**config.mk**
```make
export PLATFORM = sky130hd
export DESIGN_NAME = pipelined_cla_addsub_flat
export DESIGN_NICKNAME = d
export VERILOG_FILES = /design/src/rtl/pipelined_cla_addsub_if.sv /design/src/rtl/pipelined_cla_addsub.sv /design/src/flat_wrapper.sv
export SDC_FILE = /design/constraint.sdc
export NUM_CORES = 1
export LEC_CHECK = 0
export CORE_MARGIN = 1.5
export CORE_UTILIZATION = 60
export CTS_CLUSTER_SIZE = 30
export DETAILED_ROUTE_END_ITERATION = 10
export GPL_ROUTABILITY_DRIVEN = 0
export MAX_ROUTING_LAYER = met4
export PLACE_DENSITY = 0.87
export REMOVE_ABC_BUFFERS = 1
export SLEW_MARGIN = 20
export SYNTH_ARGS = -nofsm -noshare
export SYNTH_HDL_FRONTEND = slang
export SYNTH_SLANG_ARGS = --single-unit
```
**constraint.sdc**
```tcl
create_clock -name clk -period 41.5 [get_ports clk]
set_clock_uncertainty 0.2 [all_clocks]
set_input_delay 4.15 -clock clk [delete_from_list [all_inputs] [get_ports clk]]
set_output_delay 4.15 -clock clk [all_outputs]
set_load 0.01 [all_outputs]
```
**src/rtl/pipelined_cla_addsub_if.sv**
```systemverilog
// rtl/pipelined_cla_addsub_if.sv - operation/result handshake bundle for pipelined_cla_addsub
//
// Purpose: groups the input-operation channel and the result channel of the
// pipelined adder/subtractor so producer and consumer connect as one bundle.
//
// Signals:
//   in_valid, in_ready          operation handshake (in_ready driven by the adder)
//   a, b, cin, sub, in_tag      operation payload
//   out_valid, out_ready        result handshake (out_ready driven by the consumer)
//   sum, cout, ovf, zero, out_tag  result payload
//
// Modports:
//   master  the side that issues operations and consumes results
//   slave   the adder itself
interface pipelined_cla_addsub_if #(
  parameter int WIDTH = 64,
  parameter int TAGW  = 4
);

  logic             in_valid;
  logic             in_ready;
  logic [WIDTH-1:0] a;
  logic [WIDTH-1:0] b;
  logic             cin;
  logic             sub;
  logic [TAGW-1:0]  in_tag;

  logic             out_valid;
  logic             out_ready;
  logic [WIDTH-1:0] sum;
  logic             cout;
  logic             ovf;
  logic             zero;
  logic [TAGW-1:0]  out_tag;

  modport master (
    output in_valid, a, b, cin, sub, in_tag, out_ready,
    input  in_ready, out_valid, sum, cout, ovf, zero, out_tag
  );

  modport slave (
    input  in_valid, a, b, cin, sub, in_tag, out_ready,
    output in_ready, out_valid, sum, cout, ovf, zero, out_tag
  );

endinterface

```
**src/rtl/pipelined_cla_addsub.sv**
```systemverilog
// rtl/pipelined_cla_addsub.sv - pipelined carry-lookahead adder/subtractor with valid/ready flow control
//
// Purpose: computes A+B+cin or A-B-cin over WIDTH bits, resolving one BLOCK-bit
// slice per pipeline stage with 4-bit-group generate/propagate lookahead.
// Bank 0 registers the accepted operation (operands already in effective form);
// stage k resolves slice k from bank k into bank k+1, so a result appears NSTG
// cycles after its input transfer. One global enable stalls the whole pipe.
//
// Ports:
//   clk   rising-edge clock
//   rst   asynchronous active-high reset; clears every valid bit and the outputs
//   bus   pipelined_cla_addsub_if.slave: in_valid/in_ready/a/b/cin/sub/in_tag in,
//         out_valid/out_ready/sum/cout/ovf/zero/out_tag out
module pipelined_cla_addsub #(
  parameter int WIDTH = 64,
  parameter int BLOCK = 16,
  parameter int TAGW  = 4
) (
  input  logic                    clk,
  input  logic                    rst,
  pipelined_cla_addsub_if.slave   bus
);

  localparam int NSTG = WIDTH / BLOCK;

  generate
    if ((BLOCK < 4) || ((WIDTH % BLOCK) != 0)) begin : g_param_check
      $error("pipelined_cla_addsub: WIDTH must be a multiple of BLOCK and BLOCK >= 4");
    end
  endgenerate

  // One BLOCK-bit slice: carries inside each 4-bit group are written in
  // lookahead form from the group carry-in; group generate/propagate then
  // produce the carry into the next group. Returns {carry_out, sum}.
  function automatic logic [BLOCK:0] cla_block(
    input logic [BLOCK-1:0] x,
    input logic [BLOCK-1:0] y,
    input logic             ci
  );
    logic [BLOCK-1:0] g;
    logic [BLOCK-1:0] p;
    logic [BLOCK-1:0] s;
    logic             cg;
    logic             cj;
    logic             pc;
    logic             gg;
    int               gsz;
    g  = x & y;
    p  = x ^ y;
    s  = '0;
    cg = ci;
    for (int base = 0; base < BLOCK; base += 4) begin
      gsz = ((BLOCK - base) < 4) ? (BLOCK - base) : 4;
      for (int j = 0; j < 4; j++) begin
        if (j < gsz) begin
          cj = 1'b0;
          pc = 1'b1;
          for (int i = j - 1; i >= 0; i--) begin
            cj = cj | (g[base+i] & pc);
            pc = pc & p[base+i];
          end
          s[base+j] = p[base+j] ^ (cj | (pc & cg));
        end
      end
      gg = 1'b0;
      pc = 1'b1;
      for (int i = 3; i >= 0; i--) begin
        if (i < gsz) begin
          gg = gg | (g[base+i] & pc);
          pc = pc & p[base+i];
        end
      end
      cg = gg | (pc & cg);
    end
    return {cg, s};
  endfunction

  // Bank k feeds stage k; bank NSTG is the output register.
  logic [WIDTH-1:0] a_q     [0:NSTG];
  logic [WIDTH-1:0] beff_q  [0:NSTG];
  logic [WIDTH-1:0] sum_q   [0:NSTG];
  logic             carry_q [0:NSTG];
  logic [TAGW-1:0]  tag_q   [0:NSTG];
  logic             vld_q   [0:NSTG];

  logic [BLOCK:0]   blk_res [0:NSTG-1];
  logic [WIDTH-1:0] final_sum;
  logic             cout_q;
  logic             ovf_q;
  logic             zero_q;
  logic             en;

  // A result sitting unaccepted freezes everything, bubbles included.
  assign en           = !(vld_q[NSTG] && !bus.out_ready);
  assign bus.in_ready = en;

  always_comb begin
    for (int k = 0; k < NSTG; k++) begin
      blk_res[k] = cla_block(a_q[k][k*BLOCK +: BLOCK],
                             beff_q[k][k*BLOCK +: BLOCK],
                             carry_q[k]);
    end
    final_sum = sum_q[NSTG-1];
    final_sum[WIDTH-BLOCK +: BLOCK] = blk_res[NSTG-1][BLOCK-1:0];
  end

  always_ff @(posedge clk or posedge rst) begin
    if (rst) begin
      for (int k = 0; k <= NSTG; k++) begin
        vld_q[k]   <= 1'b0;
        tag_q[k]   <= '0;
        a_q[k]     <= '0;
        beff_q[k]  <= '0;
        sum_q[k]   <= '0;
        carry_q[k] <= 1'b0;
      end
      cout_q <= 1'b0;
      ovf_q  <= 1'b0;
      zero_q <= 1'b0;
    end else if (en) begin
      // Subtraction is A + ~B + !cin, so the borrow-in folds into the carry.
      vld_q[0]   <= bus.in_valid;
      tag_q[0]   <= bus.in_tag;
      a_q[0]     <= bus.a;
      beff_q[0]  <= bus.sub ? ~bus.b : bus.b;
      carry_q[0] <= bus.cin ^ bus.sub;
      sum_q[0]   <= '0;
      for (int k = 0; k < NSTG; k++) begin
        vld_q[k+1]   <= vld_q[k];
        tag_q[k+1]   <= tag_q[k];
        a_q[k+1]     <= a_q[k];
        beff_q[k+1]  <= beff_q[k];
        carry_q[k+1] <= blk_res[k][BLOCK];
        sum_q[k+1]   <= sum_q[k];
        sum_q[k+1][k*BLOCK +: BLOCK] <= blk_res[k][BLOCK-1:0];
      end
      cout_q <= blk_res[NSTG-1][BLOCK];
      ovf_q  <= (a_q[NSTG-1][WIDTH-1] == beff_q[NSTG-1][WIDTH-1]) &&
                (final_sum[WIDTH-1] != a_q[NSTG-1][WIDTH-1]);
      zero_q <= (final_sum == '0);
    end
  end

  assign bus.out_valid = vld_q[NSTG];
  assign bus.sum       = sum_q[NSTG];
  assign bus.cout      = cout_q;
  assign bus.ovf       = ovf_q;
  assign bus.zero      = zero_q;
  assign bus.out_tag   = tag_q[NSTG];

endmodule

```
**src/flat_wrapper.sv**
```systemverilog
// flat-port wrapper written by rule: the top's interface ports become plain ports
module pipelined_cla_addsub_flat 
#(
  parameter int WIDTH = 64,
  parameter int BLOCK = 16,
  parameter int TAGW  = 4
)
  (clk, rst, bus_in_valid, bus_a, bus_b, bus_cin, bus_sub, bus_in_tag, bus_out_ready, bus_in_ready, bus_out_valid, bus_sum, bus_cout, bus_ovf, bus_zero, bus_out_tag);
  pipelined_cla_addsub_if #(.WIDTH(WIDTH), .TAGW(TAGW)) bus_i ();
  input  logic clk;
  input  logic rst;
  input wire logic [$bits(bus_i.in_valid)-1:0] bus_in_valid;
  input wire logic [$bits(bus_i.a)-1:0] bus_a;
  input wire logic [$bits(bus_i.b)-1:0] bus_b;
  input wire logic [$bits(bus_i.cin)-1:0] bus_cin;
  input wire logic [$bits(bus_i.sub)-1:0] bus_sub;
  input wire logic [$bits(bus_i.in_tag)-1:0] bus_in_tag;
  input wire logic [$bits(bus_i.out_ready)-1:0] bus_out_ready;
  output wire logic [$bits(bus_i.in_ready)-1:0] bus_in_ready;
  output wire logic [$bits(bus_i.out_valid)-1:0] bus_out_valid;
  output wire logic [$bits(bus_i.sum)-1:0] bus_sum;
  output wire logic [$bits(bus_i.cout)-1:0] bus_cout;
  output wire logic [$bits(bus_i.ovf)-1:0] bus_ovf;
  output wire logic [$bits(bus_i.zero)-1:0] bus_zero;
  output wire logic [$bits(bus_i.out_tag)-1:0] bus_out_tag;
  assign bus_i.in_valid = bus_in_valid;
  assign bus_i.a = bus_a;
  assign bus_i.b = bus_b;
  assign bus_i.cin = bus_cin;
  assign bus_i.sub = bus_sub;
  assign bus_i.in_tag = bus_in_tag;
  assign bus_i.out_ready = bus_out_ready;
  assign bus_in_ready = bus_i.in_ready;
  assign bus_out_valid = bus_i.out_valid;
  assign bus_sum = bus_i.sum;
  assign bus_cout = bus_i.cout;
  assign bus_ovf = bus_i.ovf;
  assign bus_zero = bus_i.zero;
  assign bus_out_tag = bus_i.out_tag;
  pipelined_cla_addsub #(.WIDTH(WIDTH), .BLOCK(BLOCK), .TAGW(TAGW)) u_core (.clk(clk), .rst(rst), .bus(bus_i));
endmodule
```
==> results of run 1 <==
state kept, by name, summed over array words and instances (netlist names), 4 cells and up:
| name | cells |
|---|---|
| u_core.carry_q | 4 |
| u_core.bus.out_tag | 4 |
| u_core.final_sum | 48 |
| u_core.bus.sum | 64 |
| u_core.a_q | 160 |
| u_core.vld_q | 4 |
| u_core.sum_q | 48 |
| u_core.tag_q | 16 |
| u_core.beff_q | 160 |
metrics by stage:
stage          utilization [%]  setup WS [ns]  total power (uW)  hold slack, ns  instance area, um^2
5_1_grt                   71.4          30.87              2270           0.279                26300
6_report                  71.4          31.00              2110           0.261                26300
4_1_cts                   71.3          31.01              2130           0.263                26200
3_3_place_gp              66.2          31.03              1560           0.245                24300
2_1_floorplan                -          -5.58              1430           0.230                21500
3_5_place_dp              66.2          31.00              1610           0.255                24300
cells in the final DEF, fill, tap and decap left out, types with 9 or more instances in the layout:
cell type	count
nand2_1	1212
dfrtp_1	512
clkdlybuf4s50_1	209
o21ai_0	109
xnor2_1	80
nor2_1	72
a21oi_1	65
ha_1	64
clkbuf_16	55
inv_1	32
xor2_1	27
clkbuf_8	18
fa_1	16
nor4_1	13
a21o_1	11
clkinv_2	11
a211oi_1	10
nand2b_1	9
buf_4	9
power breakdown:
group | switching (uW) | total, uW | internal, uW
clock | 195 | 500 | 304
combinational | 432 | 754 | 322
sequential | 137 | 860 | 724
total | 764 | 2110 | 1350
worst register-to-register path, delay by kind of cell (launching register included):
kind / cells / cell delay, ns
compound gates: 7 / 1.70
fa+ha+maj: 2 / 0.80
simple gates: 3 / 0.79
flops: 1 / 0.39
xor+xnor: 1 / 0.27
per-layer routing:
metal  vias up  global-route usage [%]  part of all wire (%)
li1       7991                       -                     -
met1      7876                    31.7                    42
met2       400                    42.1                    50
met3       120                    3.01                   4.0
met4         0                    9.89                   3.5
met5         -                       -                     0
cells by family after synthesis:
kind of cell	count (synthesis)
buffers and inverters	222
AOI/OAI and AO/OA	236
DFF	512
and+or+nand+nor	1338
xor gates and xnor gates	107
adders and majority gates	80
final cells by class:
cell class | count | area [um^2]
repair buffers | 223 | 2250
clock buffers | 77 | 1640
well taps | 468 | 586
fillers | 2581 | 10500
flip-flops and latches | 512 | 12800
multi-input cells | 1761 | 8590
inverters | 34 | 143
clock inverters | 20 | 240
worst min path at each step:
stage                  startpoint                    to  cells after the start
2_1_floorplan     u_core.vld_q[1]       u_core.vld_q[1]                      2
3_3_place_gp      u_core.vld_q[1]  u_core.bus.out_valid                      1
3_5_place_dp   u_core.bus.sum[18]    u_core.bus.sum[18]                      2
4_1_cts        u_core.beff_q[310]    u_core.beff_q[246]                      2
5_1_grt           u_core.a_q[286]       u_core.a_q[286]                      2
6_report       u_core.beff_q[310]    u_core.beff_q[246]                      2
==> summary.txt, run 1 <==
TNS Setup: 0 ns
Grt total ovfl: 0
Cell variety after synth: 50
Synth Warn #: 0
Port Buffers: 210
Top FF cell, synth: dfrtp_1
Yosys top cell area share: 57.0%
Die area: 0.0386 mm^2
Antenna diodes: 0
Die X: 197 um
Starting DRC count in detailed routing: 1,051
Setup bufs post-CTS: 0
Cell mode on critical path: clkdlybuf4s50_1
I/O pin total: 211
Worst-path fanout max: 139
CTS tree: built
Status: finished, final reports clean
Delay-heaviest family, CP: buffers and inverters
LEAKAGE: 0.0131 uW
Crit path DAT: 6.15 ns
Critical path's largest stage delay: 0.60 ns
Pwr dens: 80.5 mW/mm^2
Final period util: 25.3%
Reg2Reg Setup Slack: 37.26 ns
Avg Cell Area, Syn: 9.01 um^2
Sequential fraction of the synthesis area: 57.0%
Crit-path slowest cell: clkdlybuf4s50_1
Synthesized area: 0.0225 mm^2
FF-to-FF End: u_core.bus.zero
CTS Buffer Depth: 3
Critical Path Start: bus_out_ready
Mapped Cells: 2,495
Max VDD drop: 0.0000423 V
Via count: 16,387
Final min period: 10.50 ns
WP data required: 37.15 ns
PostCTS Resize Cnt: 0
Post-synthesis cell type with the largest combined area: dfrtp_1
Min-Delay Path Class: register to register
DRC violations left: 0
Area grow syn2layout: 16.8%
Clock Pin Slew Worst Setup and Hold Paths: 0.06 ns
Vias per inst: 5.29
Fin cells: 3,095
Initial antenna violation count: 1
Max Slew Vio Count: 0
Placed instance count: 2,997
RSZ-0062 raised after global routing: no
CTS sink count: 512
EDFF count, synth: 0
Die Y: 197 um
First-pass GRT wire length: 76,900 um
Mean routed wirelength per cell: 14.8 um
Initial Utilization: 61.1%
XOR/XNOR share of the synthesized area: 4.17%
Commonest cells post-synth: nand2_1 (1,212), dfrtp_1 (512), clkbuf_1 (109), o21ai_0 (109), xnor2_1 (80)
Placed wire-length estimate: 28,600 um
Post-route ant nets: 0
Clock Root Buffer: clkbuf_16
Layout cell share with drive strength beyond 1: 4.57%
Setup violations, final: 0
FF-to-FF Start: u_core.beff_q[121]
Worst-margin pin slew: 1.15 ns
Slew HR: 23.5%
Crit path cell chain: clkdlybuf4s50_1, nor2b_4, inv_8, clkdlybuf4s50_1
Compound-gate portion of the synthesized area: 6.06%
Crit path buf inv count: 3
Largest family of logic cells by synthesized area: simple AND/OR/NAND/NOR gates
H-tree Lvls: 2
Simple-gate area share of the yosys netlist: 22.9%
Total CTS buffers: 53
CTS Hold Buffers Added: 0
Register bit total from synthesis: 512
Routed wire length: 45,700 um
Adder and majority gate portion of the synthesized area: 4.99%
Worst setup endpoint: bus_in_ready
Fmax achieved: 0.0952 GHz
FP Rows: 70
Largest cells by area after synthesis: dfrtp_1 (57%), nand2_1 (20%), ha_1 (3.6%)
Crit. End Element: primary output
Layout net count: 2,803
Latest clock arrival within the worst-skew pair: 0.58 ns
Core ar.: 0.0368 mm^2
WS Path Type: input port to primary output
WP depth: 4
Max Cap Violations: 0
Fin. Hold Viols: 0
Reg2Reg Depth: 13
Drt pass-1 iters: 5
Total GRT Usage: 25.2%
Count leader, synth: nand2_1
Post-synthesis mux area share: 0%
Vias in the first global route: 16,290
Startpoint Class: input port
Post-synth ARST share: 100%
Largest net degree at the start of global routing: 263
(Power assumes the default switching activity.)
==> run 2, diff against run 1 <==
--- a/config.mk
+++ b/config.mk
@@ -6,12 +6,12 @@
 export NUM_CORES = 1
 export LEC_CHECK = 0
 export CORE_MARGIN = 1.5
-export CORE_UTILIZATION = 60
+export CORE_UTILIZATION = 58
 export CTS_CLUSTER_SIZE = 30
 export DETAILED_ROUTE_END_ITERATION = 10
 export GPL_ROUTABILITY_DRIVEN = 0
 export MAX_ROUTING_LAYER = met4
-export PLACE_DENSITY = 0.87
+export PLACE_DENSITY = 0.85
 export REMOVE_ABC_BUFFERS = 1
 export SLEW_MARGIN = 20
 export SYNTH_ARGS = -nofsm -noshare
==> constraint.sdc (replaced) <==
create_clock -name clk -period 10.5 [get_ports clk]
set_clock_uncertainty 0.2 [all_clocks]
set_input_delay 1.05 -clock clk [delete_from_list [all_inputs] [get_ports clk]]
set_output_delay 1.05 -clock clk [all_outputs]
set_load 0.01 [all_outputs]
==> run 2 against run 1 <==
Routed wire length rose by 0.62%; via count hardly changed; sequential share of layout area grew 0.25 points; clock-buffer cell count up 2; largest cell class unchanged; highest routed layer unchanged.
==> summary.txt, run 2 (synthesis results as in run 1) <==
LEAKAGE: 0.0130 uW (-0.77%)
Crit path DAT: 4.76 ns (-1.39 ns)
Crit. End Element: register
Max VDD drop: 0.000161 V (+280%)
Drt pass-1 iters: 6 (+1)
Largest net degree at the start of global routing: 235 (-11%)
Status: finished, final reports clean
WS Path Type: input port to register
Die Y: 200 um (+1.7%)
Cell mode on critical path: buf_4
Starting DRC count in detailed routing: 1,058 (+0.67%)
Final period util: 43.2%
Fmax achieved: 0.220 GHz
Initial antenna violation count: 1 (unchanged)
Max Slew Vio Count: 0 (unchanged)
Startpoint Class: input port
CTS sink count: 512 (unchanged)
Fin. Hold Viols: 0 (unchanged)
PostCTS Resize Cnt: 0 (unchanged)
Layout net count: 2,803 (unchanged)
Critical path's largest stage delay: 0.79 ns (+0.19 ns)
Core ar.: 0.0379 mm^2 (+3.1%)
Total GRT Usage: 24.5% (-0.70 points)
Clock Pin Slew Worst Setup and Hold Paths: 0.06 ns (about the same)
Die X: 200 um (+1.7%)
Crit path buf inv count: 4 (+1)
TNS Setup: 0 ns (unchanged)
Via count: 16,382 (-0.031%)
FP Rows: 71 (+1.4%)
Grt total ovfl: 0 (unchanged)
Die area: 0.0400 mm^2 (+3.4%)
Most common cell after layout, fill and taps aside: nand2_1
First-pass GRT wire length: 76,700 um (-0.31%)
CTS tree: built
Max Cap Violations: 0 (unchanged)
RSZ-0062 raised after global routing: no
WP data required: 10.73 ns (-26.42 ns)
Crit path cell chain: clkdlybuf4s50_1, nor2b_4, buf_4, buf_12, buf_4, o21ai_0
Area grow syn2layout: 16.2%
Worst-path fanout max: 234 (+68%)
Hold Worst Slack: 0.264 ns (+0.00270 ns)
Routed wire length: 46,000 um (+0.62%)
Fin util: 68.9% (-2.5 points)
Clock Root Buffer: clkbuf_16
Vias in the first global route: 16,124 (-1.0%)
Mean routed wirelength per cell: 14.7 um (-0.66%)
Delay-heaviest family, CP: buffers and inverters
Min-Delay Path Class: register to register
Worst-margin pin slew: 1.07 ns (-0.0767 ns)
Slew HR: 28.6% (+5.1 points)
CTS Hold Buffers Added: 0 (unchanged)
Total CTS buffers: 52 (-1.9%)
Reg2Reg Setup Slack: 6.15 ns (-31.11 ns)
Final min period: 4.54 ns
DRC violations left: 0 (unchanged)
Port Buffers: 210 (unchanged)
Initial Utilization: 59.3% (-1.8 points)
I/O pin total: 211 (unchanged)
DP Area: 0.0244 mm^2 (+0.23%)
H-tree Lvls: 2 (unchanged)
Commonest non-fill, non-tap cells in the layout: nand2_1 (1,212), dfrtp_1 (512), clkdlybuf4s50_1 (209), o21ai_0 (109), xnor2_1 (80)
Setup violations, final: 0 (unchanged)
Post-route ant nets: 0 (unchanged)
Layout cell share with drive strength beyond 1: 4.19% (-0.37 points)
Crit-path slowest cell: buf_4
Vias per inst: 5.23 (-1.3%)
Latest clock arrival within the worst-skew pair: 0.59 ns (about the same)
Setup bufs post-CTS: 0 (unchanged)
Pwr dens: 314 mW/mm^2 (+290%)
CTS Buffer Depth: 3 (unchanged)
Design area: 0.0261 mm^2 (-0.50%)
Placed wire-length estimate: 29,600 um (+3.8%)
==> run 2: worst reg2reg max path, delay by kind of cell, from the launching register on <==
kind / cells / cell delay, ns
fa+ha+maj: 2 / 0.55
simple gates: 4 / 1.03
xor+xnor: 1 / 0.16
compound gates: 7 / 1.93
flops: 1 / 0.38
==> run 2: final timing paths <==
path,start,end,cells past startpoint
worst max-delay path,bus_out_ready,u_core.beff_q[300],6
worst min-delay path,u_core.a_q[224],u_core.a_q[224],2
worst max register to register,u_core.beff_q[114],u_core.bus.zero,14
worst min register to register,u_core.a_q[224],u_core.a_q[224],2
max in group asynchronous,rst,u_core.sum_q[137],4
min in group asynchronous,rst,u_core.bus.sum[26],2
==> run 2: layout make-up <==
cell class	instances	area [um^2]
Sequential cell	512	12800
Fill cell	2843	11800
Clock inverter	13	131
Tap cell	511	639
Clock buffer	79	1580
Timing Repair Buffer	224	2220
Antenna cell	1	2.50
Inverter	34	148
Multi-Input combinational cell	1761	8590
==> run 2: routing by layer <==
metal,GRT usage (%),up-vias,routed length [um]
li1,-,7980,-
met1,30.6,7936,19400
met2,41.5,377,23500
met3,3.09,89,1950
met4,8.24,0,1190
met5,-,-,0
==> run 2: per-stage QoR <==
stage / std cells / setup slack [ns] / total power, uW
finish: 3135 / 5.96 / 8210
detailed placement: 3042 / 5.41 / 6360
global route: 3135 / 5.67 / 8850
CTS: 3134 / 6.02 / 8270
global placement: 3042 / 5.51 / 6170
floorplan: 2307 / -30.38 / 5650
==> run 2: power breakdown <==
part / switching (uW) / internal, uW
clock: 752 / 1090
combinational: 1700 / 1270
sequential: 544 / 2860
total: 3000 / 5210
==> run 3, diff against run 2 <==
--- a/config.mk
+++ b/config.mk
@@ -6,12 +6,12 @@
 export NUM_CORES = 1
 export LEC_CHECK = 0
 export CORE_MARGIN = 1.5
-export CORE_UTILIZATION = 58
+export CORE_UTILIZATION = 52
 export CTS_CLUSTER_SIZE = 30
 export DETAILED_ROUTE_END_ITERATION = 10
 export GPL_ROUTABILITY_DRIVEN = 0
 export MAX_ROUTING_LAYER = met4
-export PLACE_DENSITY = 0.85
+export PLACE_DENSITY = 0.8
 export REMOVE_ABC_BUFFERS = 1
 export SLEW_MARGIN = 20
 export SYNTH_ARGS = -nofsm -noshare
==> constraint.sdc (replaced) <==
create_clock -name clk -period 4.1 [get_ports clk]
set_clock_uncertainty 0.2 [all_clocks]
set_input_delay 0.41 -clock clk [delete_from_list [all_inputs] [get_ports clk]]
set_output_delay 0.41 -clock clk [all_outputs]
set_load 0.01 [all_outputs]
==> run 3 against run 2 <==
Critical path depth rose by 8; register-to-register slack got worse by 5.8 ns; utilization fell by 6.4 points; critical endpoint is now u_core.bus.zero; first-iteration DRC count rose by 21%; final area rose by 1.3%.
==> summary.txt, run 3 (synthesis results as in run 1) <==
Pwr dens: 800 mW/mm^2 (+150%)
Hold Worst Slack: 0.153 ns (-0.111 ns)
Most common cell after layout, fill and taps aside: nand2_1
Commonest non-fill, non-tap cells in the layout: nand2_1 (1,212), dfrtp_1 (512), clkdlybuf4s50_1 (209), o21ai_0 (109), xnor2_1 (80)
First-pass GRT wire length: 76,800 um (+0.23%)
Setup bufs post-CTS: 0 (unchanged)
Clock Root Buffer: clkbuf_16
Initial Utilization: 53.1% (-6.1 points)
WS Path Type: register to register
Worst-path fanout max: 4 (-98%)
Slew HR: 24.8% (-3.7 points)
Via count: 16,147 (-1.4%)
RSZ-0062 raised after global routing: no
Status: finished, final reports clean
Area grow syn2layout: 17.7%
Max Cap Violations: 0 (unchanged)
Die X: 211 um (+5.5%)
Total GRT Usage: 21.7% (-2.8 points)
Antenna diodes: 0 (-1)
Startpoint Class: register
Vias per inst: 5.03 (-3.8%)
Die Y: 211 um (+5.5%)
Final period util: 90.9%
Fin. Hold Viols: 0 (unchanged)
Max Slew Vio Count: 0 (unchanged)
Crit. End Element: register
CTS sink count: 512 (unchanged)
Layout cell share with drive strength beyond 1: 4.63% (+0.44 points)
Critical Path Start: u_core.beff_q[112]
Post-route ant nets: 0 (unchanged)
Setup violations, final: 0 (unchanged)
Layout net count: 2,810 (+0.25%)
CTS tree: built
Die area: 0.0445 mm^2 (+11%)
Hold path start: bus_in_tag[2]
Total CTS buffers: 53 (+1.9%)
I/O pin total: 211 (unchanged)
Port Buffers: 210 (unchanged)
TNS Setup: 0 ns (unchanged)
Latest clock arrival within the worst-skew pair: 0.58 ns (about the same)
Core ar.: 0.0423 mm^2 (+12%)
FP Rows: 75 (+5.6%)
Clock Pin Slew Worst Setup and Hold Paths: 0.06 ns (about the same)
Vias in the first global route: 16,041 (-0.51%)
Mean routed wirelength per cell: 14.2 um (-3.5%)
DRC violations left: 0 (unchanged)
Fmax achieved: 0.268 GHz
Min-Delay Path Class: input port to register
FF-to-FF Start: u_core.beff_q[112]
Placed wire-length estimate: 29,400 um (-0.69%)
Grt total ovfl: 0 (unchanged)
Fin util: 62.5% (-6.4 points)
Largest net degree at the start of global routing: 257 (+9.4%)
Max VDD drop: 0.000546 V (+240%)
H-tree Lvls: 2 (unchanged)
CTS Buffer Depth: 3 (unchanged)
Final min period: 3.73 ns
Routed wire length: 45,500 um (-1.1%)
Drt pass-1 iters: 5 (-1)
WP data required: 4.40 ns (-6.33 ns)
LEAKAGE: 0.0131 uW (+0.91%)
Initial antenna violation count: 0 (-1)
Worst-margin pin slew: 1.13 ns (+0.0558 ns)
Crit path DAT: 4.03 ns (-0.73 ns)
Starting DRC count in detailed routing: 1,280 (+21%)
==> run 3: cell types whose count changed in the layout (fill, tap and decap cells not counted), moves of 2 or more <==
cell	change
clkinv_2	+6
buf_4	-5
clkbuf_8	-3
clkbuf_16	+2
inv_6	-2
buf_12	+12
==> run 3: final cells by class <==
type,count,area [um^2]
inverter,34,143
clock inverter,19,181
fill,3442,15900
timing repair buffer,230,2410
sequential,512,12800
tap,577,722
multi-input combinational,1761,8590
clock buffer,79,1600
==> run 3: worst max-delay path: stages, from the launching register on <==
cell and delay [ns]:
dfrtp_1 0.39, ha_1 0.34, a211oi_2 0.25, o21ai_0 0.18, a31oi_1 0.23, nor2_1 0.12, o21ai_0 0.15, nand2b_1 0.10
fa_1 0.46, xnor2_1 0.22, nand4_1 0.11, or3_1 0.40, nor4_1 0.20, o2111ai_1 0.15, o21ai_0 0.15
==> run 3: report_power, final <==
part / internal (uW) / switching, uW
sequential: 7320 / 1390
combinational: 3300 / 4340
clock: 2880 / 1950
==> run 3: worst paths after layout <==
| path | endpoint | cells past startpoint | slack, ns |
|---|---|---|---|
| max | u_core.bus.zero | 14 | 0.37 |
| min | u_core.tag_q[18] | 3 | 0.15 |
| max reg2reg | u_core.bus.zero | 14 | 0.37 |
| min reg2reg | u_core.a_q[239] | 2 | 0.26 |
| max in group asynchronous | u_core.bus.sum[21] | 3 | 2.61 |
| min in group asynchronous | u_core.sum_q[153] | 2 | 0.25 |
==> run 3: repair_timing <==
item	CTS	global route
resized for setup	0	1
setup endpoints to repair	0	1
hold buffers	0	0
==> run 3: layer usage <==
layer,up-vias,wire length [um],track usage [%]
met3,76,1540,2.88
met1,7803,20100,27.9
met4,0,1320,7.61
met2,281,22600,35.6
li1,7987,-,-
met5,-,0,-
==> run 3: stage by stage <==
| step | worst slack, ns | std cells | total power (uW) | instance area [um^2] |
|---|---|---|---|---|
| floorplan | -35.82 | 2307 | 12000 | 21500 |
| global placement | 0.433 | 3114 | 15900 | 24700 |
| detailed placement | 0.337 | 3114 | 16400 | 24700 |
| CTS | 0.357 | 3212 | 21400 | 26500 |
| global route | 0.0708 | 3212 | 22800 | 26500 |
| finish | 0.374 | 3212 | 21200 | 26500 |
